### src/rtl/regfile_alu_unit.sv
// 32x32 register file with two combinational read ports and one write port,
// feeding a single-cycle ALU through an immediate/register operand mux.
module regfile_alu_unit (
    input  logic        clk,
    input  logic        rst,
    input  logic [4:0]  reg_R_addr_A,
    input  logic [4:0]  reg_R_addr_B,
    input  logic [4:0]  reg_W_addr,
    input  logic [31:0] wdata,
    input  logic        reg_we,
    input  logic        alu_src_sel,
    input  logic [31:0] imm,
    input  logic [4:0]  shamt,
    input  logic [3:0]  ALU_operation,
    output logic [31:0] rdata_A,
    output logic [31:0] rdata_B,
    output logic [31:0] res,
    output logic        zero,
    output logic        overflow
);

    localparam logic [3:0] OP_AND  = 4'b0000;
    localparam logic [3:0] OP_OR   = 4'b0001;
    localparam logic [3:0] OP_ADD  = 4'b0010;
    localparam logic [3:0] OP_XOR  = 4'b0011;
    localparam logic [3:0] OP_NOR  = 4'b0100;
    localparam logic [3:0] OP_SRL  = 4'b0101;
    localparam logic [3:0] OP_SUB  = 4'b0110;
    localparam logic [3:0] OP_SLT  = 4'b0111;
    localparam logic [3:0] OP_SLL  = 4'b1000;
    localparam logic [3:0] OP_SRA  = 4'b1001;
    localparam logic [3:0] OP_SLLV = 4'b1010;
    localparam logic [3:0] OP_SRLV = 4'b1011;
    localparam logic [3:0] OP_SRAV = 4'b1100;
    localparam logic [3:0] OP_SLTU = 4'b1101;
    localparam logic [3:0] OP_LUI  = 4'b1110;

    logic [31:0] regs [0:31];
    logic [31:0] a_op;
    logic [31:0] b_op;
    logic [31:0] sum;
    logic [31:0] diff;
    logic [4:0]  var_sh;

    // Register 0 is never written, so it stays at its reset value of zero.
    always_ff @(posedge clk or posedge rst) begin
        if (rst) begin
            for (int i = 0; i < 32; i++) begin
                regs[i] <= 32'h0;
            end
        end else if (reg_we && (reg_W_addr != 5'd0)) begin
            regs[reg_W_addr] <= wdata;
        end
    end

    assign rdata_A = (reg_R_addr_A == 5'd0) ? 32'h0 : regs[reg_R_addr_A];
    assign rdata_B = (reg_R_addr_B == 5'd0) ? 32'h0 : regs[reg_R_addr_B];

    assign a_op   = rdata_A;
    assign b_op   = alu_src_sel ? imm : rdata_B;
    assign sum    = a_op + b_op;
    assign diff   = a_op - b_op;
    assign var_sh = a_op[4:0];

    // SLT uses a true signed compare so it stays correct when A-B overflows.
    always_comb begin
        res      = 32'h0;
        overflow = 1'b0;
        case (ALU_operation)
            OP_AND:  res = a_op & b_op;
            OP_OR:   res = a_op | b_op;
            OP_ADD: begin
                res      = sum;
                overflow = (a_op[31] == b_op[31]) && (sum[31] != a_op[31]);
            end
            OP_XOR:  res = a_op ^ b_op;
            OP_NOR:  res = ~(a_op | b_op);
            OP_SRL:  res = b_op >> shamt;
            OP_SUB: begin
                res      = diff;
                overflow = (a_op[31] != b_op[31]) && (diff[31] != a_op[31]);
            end
            OP_SLT:  res = {31'h0, ($signed(a_op) < $signed(b_op))};
            OP_SLL:  res = b_op << shamt;
            OP_SRA:  res = $unsigned($signed(b_op) >>> shamt);
            OP_SLLV: res = b_op << var_sh;
            OP_SRLV: res = b_op >> var_sh;
            OP_SRAV: res = $unsigned($signed(b_op) >>> var_sh);
            OP_SLTU: res = {31'h0, (a_op < b_op)};
            OP_LUI:  res = b_op << 16;
            default: res = 32'h0;
        endcase
    end

    assign zero = (res == 32'h0);

endmodule

### config.mk
export PLATFORM = sky130hd
export DESIGN_NAME = regfile_alu_unit
export DESIGN_NICKNAME = d
export VERILOG_FILES = /design/src/rtl/regfile_alu_unit.sv
export SDC_FILE = /design/constraint.sdc
export NUM_CORES = 2
export LEC_CHECK = 0
export CAP_MARGIN = 20
export CORE_MARGIN = 2
export CORE_UTILIZATION = 25
export DETAILED_ROUTE_END_ITERATION = 6
export HOLD_SLACK_MARGIN = 0.08
export PLACE_DENSITY = 0.45
export SLEW_MARGIN = 20
export SYNTH_ARGS = -nofsm -noshare
export SYNTH_HDL_FRONTEND = slang
export SYNTH_SLANG_ARGS = --single-unit
### constraint.sdc
create_clock -name clk -period 39.4 [get_ports clk]
set_input_delay 5.91 -clock clk [delete_from_list [all_inputs] [get_ports clk]]
set_output_delay 5.91 -clock clk [all_outputs]
set_load 0.01 [all_outputs]
==> metrics.md <==
| Metric | Value |
|---|---|
| Status | finished clean |
| Initial Utilization | roughly a quarter |
| Later-pin clock latency in the skew report | about 0.74 ns |
| Max Root-Sink Buffers | 3 |
| Pwr/cell area | roughly 48 nW/µm² |
| DR WL/cell | 33.7 µm |
| Final Max Tran Viols | 0 |
| Fillers | between 20000 and 30000 |
| Simple-gate portion of the synthesized area | roughly 6% |
| Die area | ~270000 µm² |
| CTS tree | done |
| GPL Wtd Cong | approximately 1.0 |
| CP Launch Type | primary input |
| Tot GR Track Use | 21.9% |
| Core ar. | roughly 260000 µm² |
| Critical-path cell list | buf_8, buf_4, buf_4, mux4_2, a22o_1, a2111oi_0, o41a_1, inv_1, ha_1, o21bai_1, a2111oi_0, buf_4, nor3b_1, a21o_1, a21oi_1, o31ai_1, a2111oi_0, nor2_1, a221o_1, a2111o_1, or4_1, or4b_1, nor3_2, clkdlybuf4s50_1 |
| Worst min path class | flop to flop |
| Flop pwr share | 39.0% |
| Ports | 190 |
| Max Freq | 0.0468 GHz |
| Yosys reg bits | a little over 1000 |
| Critical-path top delay cell | buf_4 |
| Final setup fails | 0 |
| Dpl ws | approximately 18 ns |
| WHS | 0.395 ns |
| P_int | 2.38 mW |
| Detail Placement HPWL | a little under 200000 µm |
| P&R area growth vs syn | 13.8% |
| Commonest cells post-synth | 1027 x mux2_2, 1024 x dfrtp_1, 437 x mux4_2 |
| Crit Path Max Fanout | 64 |
| Crit path capture type | output pin |
| Synth Area in Compound Gates | about a tenth |
| Die Wd | 519 µm |
| Post-synth EDFFs | 0 |
| Worst clock skew | 0 ns |
| # Max-Cap Violations | 0 |
| Switch share | about a third |
| Power Total | 3.60 mW |
| DR vias/cell | about 5.7 |
| Worst EP required | between 30 and 40 ns |
| Worst-Margin Slew | around 1.2 ns |
| First-pass GRT wire length | around 420000 µm |
| Vias in the first global route | a little over 50000 |
| Unique masters post-synth | 100 |
| Critical path's top delay family | compound AO/OA/AOI/OAI gates |
| Post-layout util | 28.7% |
| Fraction of registers with async set/reset | between 90% and 100% |
| Nets@finish | around 5500 |
| Sequential element share of the synthesized area | 38.7% |
| Lkg Pwr | roughly 32 nW |
| CP bufs+invs | 6 |
| Syn avg cell area | roughly 12 µm² |
| Synth warn | 0 |
| Placed Instances | 8733 |
| Post-CTS Hold Buffers | 0 |
| Peak supply drop | 0.0362 mV |
| Fin area | about 75000 µm² |
| Final wirelength | around 300000 µm |
| Num CTS Buffers | about 120 |
| H-tree depth reported by CTS | 3 |
| Row count | between 150 and 200 |
| CTS Root Cell | clkbuf_16 |
| Routed vias | between 50000 and 60000 |
| Largest family of logic cells by synthesized area | multiplexers |
| Initial antenna violation count | 26 |
| Area share of fa/ha/maj cells after synthesis | 1.99% |
| Synth top area cells | dfrtp_1 39%, mux2_2 17%, mux4_2 15%, mux2i_1 5.8%, clkbuf_1 2.0% |
| Height of the die | 519 µm |
| Clk pwr share | 30.0% |
| Unrepaired setup endpoints after global routing | no |
| Dpl cell area | 71700 µm² |
| Most numerous cell in the Yosys netlist | mux2_2 |
| Worst EP arrival | between 15 and 20 ns |
| Syn nets | approximately 5600 |
| Post-CTS Setup Inserts | 0 |
| DRT antenna net count | 0 |
| CTS-repair resized insts | 0 |
| # DRC | 0 |
| Tcrit/Tclk final | a little over half |
| CTS clk-pin slew, worst paths | 0.06 ns |
| Final Critical Period | 21.36 ns |
| Biggest register | regs |
| Non-filler instance count after layout | about 9000 |
| Switch Pwr | 1.22 mW |
| Syn Std Cell Area | 66200 µm² |
| Port Buffers | around 190 |
| Synth Flop Type | dfrtp_1 |
| GRT Residual Overflow | 0 |
| Sink Count | approximately 1000 |
| Share of the synthesized area in the top cell type | between 30% and 40% |
| Combinational cell fraction of total power | between 30 and 40% |
| Final Hold Viols | 0 |
| Post-Syn Instances | ~5400 |
| Setup ws final | 18.04 ns |
| CP Class | primary input to output pin |
| Synth Area in XOR/XNOR | less than 1% |
| Largest net degree at the start of global routing | roughly 180 |
| Max reg flops | 1024 |
| CP max stage delay | ~0.82 ns |
| Pre-Repair DR Iteration Count | 7 |
| Post-synth top area cell | dfrtp_1 |
| Biggest regs | regs: 1024 flops |
| Setup_tns | 0 ns |
| Max-slew headroom | between 20% and 30% |
| Share of cells above drive strength 1 | 35.6% |
| Mux contribution to synthesized area | approximately 40% |
| Initial DRC Count | just over 5000 |
layer usage:
| layer | track usage, % | up-vias | share of wire [%] |
|---|---|---|---|
| met5 | 0 | - | 0.025 |
| met4 | 8.60 | 12 | 4.4 |
| met3 | 5.13 | 549 | 8.5 |
| met2 | 33.0 | 2363 | 44 |
| met1 | 30.0 | 27300 | 43 |
| li1 | - | 20700 | - |
path summary, 6_finish.rpt:
path / start / end / slack [ns] / depth (start not counted)
worst max register to register: regs[152] / regs[152] / 38.60 / 1
max in group asynchronous: rst / regs[196] / 29.13 / 7
worst min-delay path: regs[1005] / regs[1005] / 0.40 / 0
worst min register to register: regs[1005] / regs[1005] / 0.40 / 0
worst max-delay path: reg_R_addr_B[0] / zero / 18.04 / 24
min in group asynchronous: rst / regs[74] / 5.64 / 2
kinds of logic after synthesis:
family          count (synthesis)
simple gates                  847
xor+xnor                       11
fa+ha+maj                     104
mux                          1871
buf+inv                       638
flops                        1024
compound gates                914
cell type report:
type	count	area (µm²)	share of cell area [%]
Inverter	99	379	0.503
Multi-Input combinational cell	3747	38200	50.6
Sequential cell	1024	25600	34.0
Clock buffer	178	3430	4.55
Timing Repair Buffer	350	3070	4.07
Antenna cell	10	25.0	0.0332
Clock inverter	32	292	0.387
Tap cell	3515	4400	5.84
cells in the final DEF, fill, tap and decap left out, types with 52 or more instances in the layout:
cell type and instances:
mux2i_1 386, o21ai_0 108, a21oi_1 149, mux4_2 437, a22oi_1 118, nand2_1 309
clkdlybuf4s50_1 162, inv_1 86, ha_1 102, dfrtp_1 1024, nand3_1 68, clkbuf_16 118
buf_4 160, mux2_2 1027, o211ai_1 52, o22ai_1 73, nor2_1 170
power groups by stage:
| stage | sequential, mW | combinational, mW | clock [mW] |
|---|---|---|---|
| after floorplan | 1.37 | 0.739 | 0 |
| after global placement | 1.41 | 1.10 | 0 |
| after detailed placement | 1.41 | 1.10 | 0 |
| after CTS | 1.40 | 1.11 | 1.10 |
| after global routing | 1.43 | 1.18 | 1.15 |
| final | 1.40 | 1.12 | 1.08 |
Note: power is estimated with default switching activity, not from simulation.
